File: src/rtl/wb_arb2_pkg.sv
// Shared definitions for the two-master Wishbone arbiter: FSM state
// encodings and the watchdog counter width.
package wb_arb2_pkg;

  typedef enum logic [1:0] {
    ARB_IDLE = 2'd0,
    ARB_OWN0 = 2'd1,
    ARB_OWN1 = 2'd2
  } arb_state_e;

  localparam int unsigned WD_W = 16;

endpackage

File: src/rtl/wb_arb2_if.sv
// Bus bundle for wb_arb2: both master ports and the shared slave port.
//   slave  modport : arbiter view (master requests and slave responses in,
//                    master terminations and slave requests out)
//   master modport : environment view (the opposite directions)
interface wb_arb2_if #(
  parameter int unsigned AW = 32,
  parameter int unsigned DW = 32
) ();

  localparam int unsigned SW = DW / 8;

  logic [AW-1:0] m0_addr_i, m1_addr_i;
  logic [DW-1:0] m0_data_i, m1_data_i;
  logic [SW-1:0] m0_sel_i,  m1_sel_i;
  logic          m0_we_i,   m1_we_i;
  logic          m0_cyc_i,  m1_cyc_i;
  logic          m0_stb_i,  m1_stb_i;
  logic [DW-1:0] m0_data_o, m1_data_o;
  logic          m0_ack_o,  m1_ack_o;
  logic          m0_err_o,  m1_err_o;

  logic [AW-1:0] s_addr_o;
  logic [DW-1:0] s_data_o;
  logic [SW-1:0] s_sel_o;
  logic          s_we_o, s_cyc_o, s_stb_o;
  logic [DW-1:0] s_data_i;
  logic          s_ack_i;

  modport slave (
    input  m0_addr_i, m1_addr_i, m0_data_i, m1_data_i, m0_sel_i, m1_sel_i,
           m0_we_i, m1_we_i, m0_cyc_i, m1_cyc_i, m0_stb_i, m1_stb_i,
           s_data_i, s_ack_i,
    output m0_data_o, m1_data_o, m0_ack_o, m1_ack_o, m0_err_o, m1_err_o,
           s_addr_o, s_data_o, s_sel_o, s_we_o, s_cyc_o, s_stb_o
  );

  modport master (
    output m0_addr_i, m1_addr_i, m0_data_i, m1_data_i, m0_sel_i, m1_sel_i,
           m0_we_i, m1_we_i, m0_cyc_i, m1_cyc_i, m0_stb_i, m1_stb_i,
           s_data_i, s_ack_i,
    input  m0_data_o, m1_data_o, m0_ack_o, m1_ack_o, m0_err_o, m1_err_o,
           s_addr_o, s_data_o, s_sel_o, s_we_o, s_cyc_o, s_stb_o
  );

endinterface

File: src/rtl/wb_arb2_mux.sv
// Combinational owner-select mux for the slave-side request signals.
// Ports: own0/own1 one-hot owner, m0_*/m1_* master requests, s_* outputs.
// With no owner every output is 0.
module wb_arb2_mux #(
  parameter int unsigned AW = 32,
  parameter int unsigned DW = 32
) (
  input  logic            own0,
  input  logic            own1,
  input  logic [AW-1:0]   m0_addr,
  input  logic [AW-1:0]   m1_addr,
  input  logic [DW-1:0]   m0_data,
  input  logic [DW-1:0]   m1_data,
  input  logic [DW/8-1:0] m0_sel,
  input  logic [DW/8-1:0] m1_sel,
  input  logic            m0_we,
  input  logic            m1_we,
  input  logic            m0_cyc,
  input  logic            m1_cyc,
  input  logic            m0_stb,
  input  logic            m1_stb,
  output logic [AW-1:0]   s_addr,
  output logic [DW-1:0]   s_data,
  output logic [DW/8-1:0] s_sel,
  output logic            s_we,
  output logic            s_cyc,
  output logic            s_stb
);

  always_comb begin
    s_addr = '0;
    s_data = '0;
    s_sel  = '0;
    s_we   = 1'b0;
    s_cyc  = 1'b0;
    s_stb  = 1'b0;
    if (own0) begin
      s_addr = m0_addr;
      s_data = m0_data;
      s_sel  = m0_sel;
      s_we   = m0_we;
      s_cyc  = m0_cyc;
      s_stb  = m0_stb;
    end else if (own1) begin
      s_addr = m1_addr;
      s_data = m1_data;
      s_sel  = m1_sel;
      s_we   = m1_we;
      s_cyc  = m1_cyc;
      s_stb  = m1_stb;
    end
  end

endmodule

File: src/rtl/wb_arb2.sv
// Two-master Wishbone arbiter sharing one slave port between m0 and m1.
// Round-robin grant, locked for the whole bus cycle (owner's cyc high).
// Ports: clk, rstn (async active-low), bus (wb_arb2_if.slave: master and
// slave Wishbone signals), gnt_o (one-hot owner {m1,m0}, 00 when idle).
// Build option: define WB_ARB_TIMEOUT_EN for the stb watchdog that ends a
// hung transfer with err after TIMEOUT_CYC unacknowledged cycles.
module wb_arb2
  import wb_arb2_pkg::*;
#(
  parameter int unsigned AW          = 32,
  parameter int unsigned DW          = 32,
  parameter int unsigned TIMEOUT_CYC = 255
) (
  input  logic       clk,
  input  logic       rstn,
  wb_arb2_if.slave   bus,
  output logic [1:0] gnt_o
);

  if (TIMEOUT_CYC == 0 || TIMEOUT_CYC > 65535) begin : g_bad_timeout
    $error("wb_arb2: TIMEOUT_CYC must be in 1..65535");
  end

  arb_state_e state_q, state_d;
  logic       last_q, last_d;     // 0: m0 granted most recently, 1: m1
  logic       own0, own1;
  logic       own_cyc, own_active;
  logic       wd_fire;
  logic       mux_cyc, mux_stb;

  assign own0       = (state_q == ARB_OWN0);
  assign own1       = (state_q == ARB_OWN1);
  assign own_cyc    = (own0 & bus.m0_cyc_i) | (own1 & bus.m1_cyc_i);
  assign own_active = (own0 & bus.m0_cyc_i & bus.m0_stb_i) |
                      (own1 & bus.m1_cyc_i & bus.m1_stb_i);

  // State and round-robin history; reset leaves m1 as last so m0 wins first.
  always_ff @(posedge clk or negedge rstn) begin
    if (!rstn) begin
      state_q <= ARB_IDLE;
      last_q  <= 1'b1;
    end else begin
      state_q <= state_d;
      last_q  <= last_d;
    end
  end

  // Re-arbitrate whenever nobody holds a bus cycle.
  always_comb begin
    state_d = state_q;
    last_d  = last_q;
    if (!own_cyc) begin
      unique case ({bus.m1_cyc_i, bus.m0_cyc_i})
        2'b11: begin
          state_d = last_q ? ARB_OWN0 : ARB_OWN1;
          last_d  = ~last_q;
        end
        2'b01: begin
          state_d = ARB_OWN0;
          last_d  = 1'b0;
        end
        2'b10: begin
          state_d = ARB_OWN1;
          last_d  = 1'b1;
        end
        default: state_d = ARB_IDLE;
      endcase
    end
  end

`ifdef WB_ARB_TIMEOUT_EN
  localparam logic [WD_W-1:0] WD_LAST = WD_W'(TIMEOUT_CYC - 1);

  logic [WD_W-1:0] wd_cnt_q;

  assign wd_fire = own_active & ~bus.s_ack_i & (wd_cnt_q == WD_LAST);

  // Counts consecutive owner stb cycles without ack.
  always_ff @(posedge clk or negedge rstn) begin
    if (!rstn) begin
      wd_cnt_q <= '0;
    end else if (wd_fire || !own_active || bus.s_ack_i || (state_d != state_q)) begin
      wd_cnt_q <= '0;
    end else begin
      wd_cnt_q <= wd_cnt_q + WD_W'(1);
    end
  end
`else
  assign wd_fire = 1'b0;
`endif

  wb_arb2_mux #(
    .AW (AW),
    .DW (DW)
  ) u_mux (
    .own0    (own0),
    .own1    (own1),
    .m0_addr (bus.m0_addr_i),
    .m1_addr (bus.m1_addr_i),
    .m0_data (bus.m0_data_i),
    .m1_data (bus.m1_data_i),
    .m0_sel  (bus.m0_sel_i),
    .m1_sel  (bus.m1_sel_i),
    .m0_we   (bus.m0_we_i),
    .m1_we   (bus.m1_we_i),
    .m0_cyc  (bus.m0_cyc_i),
    .m1_cyc  (bus.m1_cyc_i),
    .m0_stb  (bus.m0_stb_i),
    .m1_stb  (bus.m1_stb_i),
    .s_addr  (bus.s_addr_o),
    .s_data  (bus.s_data_o),
    .s_sel   (bus.s_sel_o),
    .s_we    (bus.s_we_o),
    .s_cyc   (mux_cyc),
    .s_stb   (mux_stb)
  );

  // Watchdog expiry withdraws the request from the slave for that cycle.
  assign bus.s_cyc_o = mux_cyc & ~wd_fire;
  assign bus.s_stb_o = mux_stb & ~wd_fire;

  assign gnt_o = {own1, own0};

  assign bus.m0_ack_o  = bus.s_ack_i & own0 & bus.m0_stb_i;
  assign bus.m1_ack_o  = bus.s_ack_i & own1 & bus.m1_stb_i;
  assign bus.m0_err_o  = wd_fire & own0;
  assign bus.m1_err_o  = wd_fire & own1;
  assign bus.m0_data_o = bus.s_data_i;
  assign bus.m1_data_o = bus.s_data_i;

endmodule
File: src/flat_wrapper.sv
// flat-port wrapper written by rule: the top's interface ports become plain ports
module wb_arb2_flat import wb_arb2_pkg::*;
#(
  parameter int unsigned AW          = 32,
  parameter int unsigned DW          = 32,
  parameter int unsigned TIMEOUT_CYC = 255
)
  (clk, rstn, gnt_o, bus_m0_addr_i, bus_m1_addr_i, bus_m0_data_i, bus_m1_data_i, bus_m0_sel_i, bus_m1_sel_i, bus_m0_we_i, bus_m1_we_i, bus_m0_cyc_i, bus_m1_cyc_i, bus_m0_stb_i, bus_m1_stb_i, bus_s_data_i, bus_s_ack_i, bus_m0_data_o, bus_m1_data_o, bus_m0_ack_o, bus_m1_ack_o, bus_m0_err_o, bus_m1_err_o, bus_s_addr_o, bus_s_data_o, bus_s_sel_o, bus_s_we_o, bus_s_cyc_o, bus_s_stb_o);
  wb_arb2_if #(.AW(AW), .DW(DW)) bus_i ();
  input  logic clk;
  input  logic rstn;
  output logic [1:0] gnt_o;
  input wire logic [$bits(bus_i.m0_addr_i)-1:0] bus_m0_addr_i;
  input wire logic [$bits(bus_i.m1_addr_i)-1:0] bus_m1_addr_i;
  input wire logic [$bits(bus_i.m0_data_i)-1:0] bus_m0_data_i;
  input wire logic [$bits(bus_i.m1_data_i)-1:0] bus_m1_data_i;
  input wire logic [$bits(bus_i.m0_sel_i)-1:0] bus_m0_sel_i;
  input wire logic [$bits(bus_i.m1_sel_i)-1:0] bus_m1_sel_i;
  input wire logic [$bits(bus_i.m0_we_i)-1:0] bus_m0_we_i;
  input wire logic [$bits(bus_i.m1_we_i)-1:0] bus_m1_we_i;
  input wire logic [$bits(bus_i.m0_cyc_i)-1:0] bus_m0_cyc_i;
  input wire logic [$bits(bus_i.m1_cyc_i)-1:0] bus_m1_cyc_i;
  input wire logic [$bits(bus_i.m0_stb_i)-1:0] bus_m0_stb_i;
  input wire logic [$bits(bus_i.m1_stb_i)-1:0] bus_m1_stb_i;
  input wire logic [$bits(bus_i.s_data_i)-1:0] bus_s_data_i;
  input wire logic [$bits(bus_i.s_ack_i)-1:0] bus_s_ack_i;
  output wire logic [$bits(bus_i.m0_data_o)-1:0] bus_m0_data_o;
  output wire logic [$bits(bus_i.m1_data_o)-1:0] bus_m1_data_o;
  output wire logic [$bits(bus_i.m0_ack_o)-1:0] bus_m0_ack_o;
  output wire logic [$bits(bus_i.m1_ack_o)-1:0] bus_m1_ack_o;
  output wire logic [$bits(bus_i.m0_err_o)-1:0] bus_m0_err_o;
  output wire logic [$bits(bus_i.m1_err_o)-1:0] bus_m1_err_o;
  output wire logic [$bits(bus_i.s_addr_o)-1:0] bus_s_addr_o;
  output wire logic [$bits(bus_i.s_data_o)-1:0] bus_s_data_o;
  output wire logic [$bits(bus_i.s_sel_o)-1:0] bus_s_sel_o;
  output wire logic [$bits(bus_i.s_we_o)-1:0] bus_s_we_o;
  output wire logic [$bits(bus_i.s_cyc_o)-1:0] bus_s_cyc_o;
  output wire logic [$bits(bus_i.s_stb_o)-1:0] bus_s_stb_o;
  assign bus_i.m0_addr_i = bus_m0_addr_i;
  assign bus_i.m1_addr_i = bus_m1_addr_i;
  assign bus_i.m0_data_i = bus_m0_data_i;
  assign bus_i.m1_data_i = bus_m1_data_i;
  assign bus_i.m0_sel_i = bus_m0_sel_i;
  assign bus_i.m1_sel_i = bus_m1_sel_i;
  assign bus_i.m0_we_i = bus_m0_we_i;
  assign bus_i.m1_we_i = bus_m1_we_i;
  assign bus_i.m0_cyc_i = bus_m0_cyc_i;
  assign bus_i.m1_cyc_i = bus_m1_cyc_i;
  assign bus_i.m0_stb_i = bus_m0_stb_i;
  assign bus_i.m1_stb_i = bus_m1_stb_i;
  assign bus_i.s_data_i = bus_s_data_i;
  assign bus_i.s_ack_i = bus_s_ack_i;
  assign bus_m0_data_o = bus_i.m0_data_o;
  assign bus_m1_data_o = bus_i.m1_data_o;
  assign bus_m0_ack_o = bus_i.m0_ack_o;
  assign bus_m1_ack_o = bus_i.m1_ack_o;
  assign bus_m0_err_o = bus_i.m0_err_o;
  assign bus_m1_err_o = bus_i.m1_err_o;
  assign bus_s_addr_o = bus_i.s_addr_o;
  assign bus_s_data_o = bus_i.s_data_o;
  assign bus_s_sel_o = bus_i.s_sel_o;
  assign bus_s_we_o = bus_i.s_we_o;
  assign bus_s_cyc_o = bus_i.s_cyc_o;
  assign bus_s_stb_o = bus_i.s_stb_o;
  wb_arb2 #(.AW(AW), .DW(DW), .TIMEOUT_CYC(TIMEOUT_CYC)) u_core (.clk(clk), .rstn(rstn), .bus(bus_i), .gnt_o(gnt_o));
endmodule
File: config.mk
export PLATFORM = sky130hd
export DESIGN_NAME = wb_arb2_flat
export DESIGN_NICKNAME = d
export VERILOG_FILES = /design/src/rtl/wb_arb2_pkg.sv /design/src/rtl/wb_arb2_if.sv /design/src/rtl/wb_arb2_mux.sv /design/src/rtl/wb_arb2.sv /design/src/flat_wrapper.sv
export SDC_FILE = /design/constraint.sdc
export NUM_CORES = 1
export LEC_CHECK = 0
export CAP_MARGIN = 40
export CORE_AREA = 2 2 123 125
export DETAILED_ROUTE_END_ITERATION = 10
export DIE_AREA = 0 0 125 127
export PLACE_DENSITY_LB_ADDON = 0.1
export SYNTH_ARGS = -nofsm -noshare
export SYNTH_HDL_FRONTEND = slang
export SYNTH_SLANG_ARGS = --single-unit
File: constraint.sdc
create_clock -name clk -period 1.6 [get_ports clk]
set_clock_uncertainty 0.15 [all_clocks]
set_input_delay 0.32 -clock clk [delete_from_list [all_inputs] [get_ports clk]]
set_output_delay 0.32 -clock clk [all_outputs]
set_load 0.05 [all_outputs]
-- Word-level counts from Yosys, hierarchy flattened
Cells that the tools add are included.
Widths: inputs -> output; s select.
- register bits after elaboration: 3
- bits of input ports: 177
- word-level logic and storage cells: 33
- reduce and logical (&&, ||, !) cells: 2
- equality and inequality tests: 5
- bitwise operators: 9
- muxes and demuxes: 15
- operators with widths (cell ; number):
    $mux 32 ; 4
    $mux 4 ; 2
    $and 1x1->1 ; 6
    $eq 2x2->1 const B ; 3
    $mux 1 ; 6
    $pmux 2 s3 ; 1
    $eq 2x1->1 const B ; 2
    $pmux 1 s3 ; 1
    $reduce_bool 3->1 ; 1
    $mux 2 ; 1
    $not 1->1 ; 2
    $reduce_and 2->1 ; 1
    $or 1x1->1 ; 1

-- Depth between registers and ports, before layout
- word-level depth: 5
- mapped depth: 5

-- By module
Synthesis repeated with hierarchy kept, for this count alone.
- cells, all modules: 186
- area, all modules: 1511.4 sq um
- by module, submodules not included (module ; sequential area each (sq um) ; area an instance (sq um) ; times used ; cells each):
    wb_arb2 ; 76.3 ; 769.5 ; 1 ; 94
    wb_arb2_mux ; 0.0 ; 742.0 ; 1 ; 92

-- Worst setup path after synthesis
Ideal clock, no wire load.
- kind: register to output
- start: register u_core.state_q[0]
- end: output bus_s_addr_o[0]
- slack: -0.159 ns
- buffers on the path: 2
- stages on the path, launching flop included: 5
- data arrival time: 1.289 ns
- path through: dfrtp_1 > and2b_4 > buf_6 > buf_6 > a22o_1
- cells in the longest elaborated chain, start to end: 3
- ends and longest elaborated chain (element ; line ; source):
    start, declared ; wb_arb2.sv:24 ; arb_state_e state_q, state_d;
    start signal, assigned ; wb_arb2.sv:43 ; state_q <= state_d;
    $eq 2x2->1 ; wb_arb2.sv:32 ; assign own1 = (state_q == ARB_OWN1);
    $mux 32 ; wb_arb2_mux.sv:44 ; end else if (own1) begin
    $mux 32 * ; wb_arb2_mux.sv:37 ; if (own0) begin
    end, declared ; flat_wrapper.sv:33 ; output wire logic [$bits(bus_i.s_addr_o)-1:0] bus_s_addr_o;
Every way passes the cells marked *; elsewhere a longest branch is shown, timed or not.

-- Final worst setup path
- start: register u_core.state_q[0]
- end: output bus_m1_ack_o
- cells in the longest elaborated chain, start to end: 3
- ends and longest elaborated chain (element ; line ; source):
    $eq 2x2->1 ; wb_arb2.sv:32 ;
    $and 1x1->1 (2 in a row) ; wb_arb2.sv:125 ; assign bus.m1_ack_o = bus.s_ack_i & own1 & bus.m1_stb_i;
    end, declared ; flat_wrapper.sv:30 ; output wire logic [$bits(bus_i.m1_ack_o)-1:0] bus_m1_ack_o;
No other way between the ends.

==> metrics.md <==
| Metric | Value |
|---|---|
| Fin util | 0.349 |
| Gpl congestion | about 0.70 |
| Ports | approximately 320 |
| Setup ws final | -0.334 ns |
| Failing checks | negative setup slack |
| Register area share after synthesis | 0.0505 |
| Die ar. | 15900 um^2 |
| Cell Area, Synth | ~1500 um^2 |
| Via count | just over 2000 |
| Final Max Slew Viols | 0 |
| Final period utilization | 1.21 |
| Final min period | around 1.9 ns |
| Worst Setup SP | u_core.state_q[0] |
| First-pass GRT wire length | 12500 um |
| Slowest CP cell | dfrtp_1 |
| Nature of the critical path endpoint | primary output |
| Synthesized netlist cell count | 181 |
| Clk slew on worst S/H paths | 0.03 ns |
| # DRC | 0 |
| Root buffer selected by CTS | clkbuf_16 |
| DR pass1 iterations | 2 |
| CP Max Fanout | 19 |
| Drt wl/cell | between 15 and 20 um |
| Largest net degree at the start of global routing | 22 |
| Via/cell ratio | about 3.9 |
| Antenna violations before repair | 0 |
| Synthesized flop and latch total | 3 |
| Multi-input gate area | 1310 um^2 |
| Syn Area/Cell | 8.34 um^2 |
| Horiz. Die Dim | around 130 um |
| # hold bufs at CTS | 0 |
| Post-Place Cell Area | around 4600 um^2 |
| Grt ovf | 0 |
| Clock Sinks | 3 |
| Htree depth | 1 |
| Final HPWL from detailed placement | roughly 7000 um |
| Most frequent cells in the layout | clkdlybuf4s50_1, buf_12, a22o_4, a22o_2, buf_6 |
| Worst hold path class | input port to async pin |
| VDD IR max | about 220 uV |
| Detailed Route Iter0 Violations | between 40 and 50 |
| Inserted Clock Buffers | 3 |
| Max Cap Viol | 0 |
| Reg-to-Reg Start | u_core.state_q[0] |
| Clk buf depth | 2 |
| CP peak stage delay | 0.37 ns |
| Final nets | ~520 |
| Crit start category | flop |
| Power per cell area | ~720 nW/um^2 |
| # fillers | ~1500 |
| Worst-path cell chain | and2b_4 > buf_12 > and3_4 > buf_12 |
| Unrepaired setup endpoints after global routing | true |
| GRT Util Overall | 0.0986 |
| Fmax | around 520 MHz |
| Post-synth cell types | 20 |
| Antenna Violating Nets Remaining | 0 |
| Worst path arrival time | approximately 1.5 ns |
| Warnings, synthesis | 0 |
| Vias in the first global route | 2213 |
| Final wirelength | 8860 um |
| Layout cells sized above 1 | 0.519 |
| CTS tree | done |
| Critical path class | flop to primary output |
| Final Setup Violations | 75 |
| Fin. Hold Viols | 0 |
| N_diodes | 0 |
| Final Cell Area | approximately 5000 um^2 |
| CP Data Required Time | approximately 1.1 ns |
| Starting Density | 0.105 |
| Status | finished with violations |
| Cell row count | 44 |
| Die height | around 130 um |
| LEAKAGE | 2.13 nW |
| Clk_lat worst skew | roughly 0.23 ns |
| CP dominant cell by count | buf_12 |
| Commonest non-fill, non-tap cell in the layout | clkdlybuf4s50_1 |
| IO Port Bufs | 219 |
| Register Area | roughly 76 um^2 |
| P&R area growth vs syn | 234% |
| Core area | approximately 14000 um^2 |
==> stage by stage <==
stage               cells  hold slack, ns  setup TNS, ns  power, W  setup WS (ns)
CTS                   523           0.138         -23.05   0.00363         -0.336
detailed placement    512           0.339          -6.08   0.00307         -0.284
global route          527           0.140         -26.12   0.00377         -0.386
finish                527           0.133         -22.32   0.00365         -0.334
global placement      512           0.334          -5.06   0.00306         -0.251
floorplan             182          -0.126         -0.307   0.00198        -0.0607
==> cell families (layout without fill, tap and decap cells) <==
group                    Yosys count  count (layout)  share of synthesized area
AND/OR/NAND/NOR                    7               7                     0.0323
flip-flops                         3               3                     0.0505
other                              1               2                    0.00248
buffers and inverters             88             249                      0.441
adder cells (fa/ha/maj)            3               3                     0.0249
AO/OA/AOI/OAI                     79              79                      0.449
==> routing by layer <==
layer	GRT usage	wire, um
met3	0.0276	840
met1	0.102	3090
met2	0.188	4700
met4	0.0386	229
met5	0	0
==> repair_timing <==
action,CTS,global route
gates cloned,3,2
setup endpoints to repair,76,76
resized for setup,22,12
pin swaps,5,48
buffers inserted,4,2
==> synth_stat cells <==
master    number  area, um^2
and2b_4        1        10.0
dfrtp_1        2        50.1
buf_6          8        90.1
o22ai_1        1        6.26
and3_1         2        12.5
o21ai_0        4        20.0
nand3_1        1        5.00
buf_2          4        20.0
inv_1          4        15.0
a221oi_2       1        15.0
nor2_1         1        3.75
nor2b_4        1        13.8
ha_1           3        37.5
dfstp_2        1        26.3
o31ai_1        1        7.51
a22o_1        71         622
buf_4         72         541
a21o_1         1        7.51
conb_1         1        3.75
nand2_1        1        3.75
==> path summary, 6_finish.rpt <==
kind	endpoint	slack, ns	cells past startpoint
max in group asynchronous	u_core.last_q	0.94	1
worst max-delay path	bus_m1_ack_o	-0.33	4
worst max register to register	u_core.last_q	0.11	6
min in group clk	u_core.last_q	0.34	2
worst min-delay path	u_core.state_q[1]	0.13	1
worst min register to register	u_core.last_q	0.34	2
==> critical path: cells and delay by family, from the launching register on <==
| kind | cells | cell delay (ns) |
|---|---|---|
| and+or+nand+nor | 2 | 0.55 |
| DFF | 1 | 0.37 |
| buffers and inverters | 2 | 0.32 |
==> final cells by class <==
cell class	count	share of cell area
tap	184	0.0457
timing repair buffer	241	0.661
multi-input combinational	91	0.259
clock buffer	4	0.0156
inverter	4	0.00298
sequential	3	0.0152
==> sequential cells by signal, summed over array words and instances, names as in the netlist <==
signal and cells:
u_core.state_q 2, u_core.last_q 1
==> where the power goes <==
| group | internal (W) | leakage [nW] | total (W) | switching (W) |
|---|---|---|---|---|
| clock | 0.000330 | 0.0382 | 0.000405 | 0.0000756 |
| combinational | 0.00169 | 2.06 | 0.00313 | 0.00144 |
| sequential | 0.0000971 | 0.0354 | 0.000111 | 0.0000142 |
No activity file was read; power rests on OpenSTA's default activity.
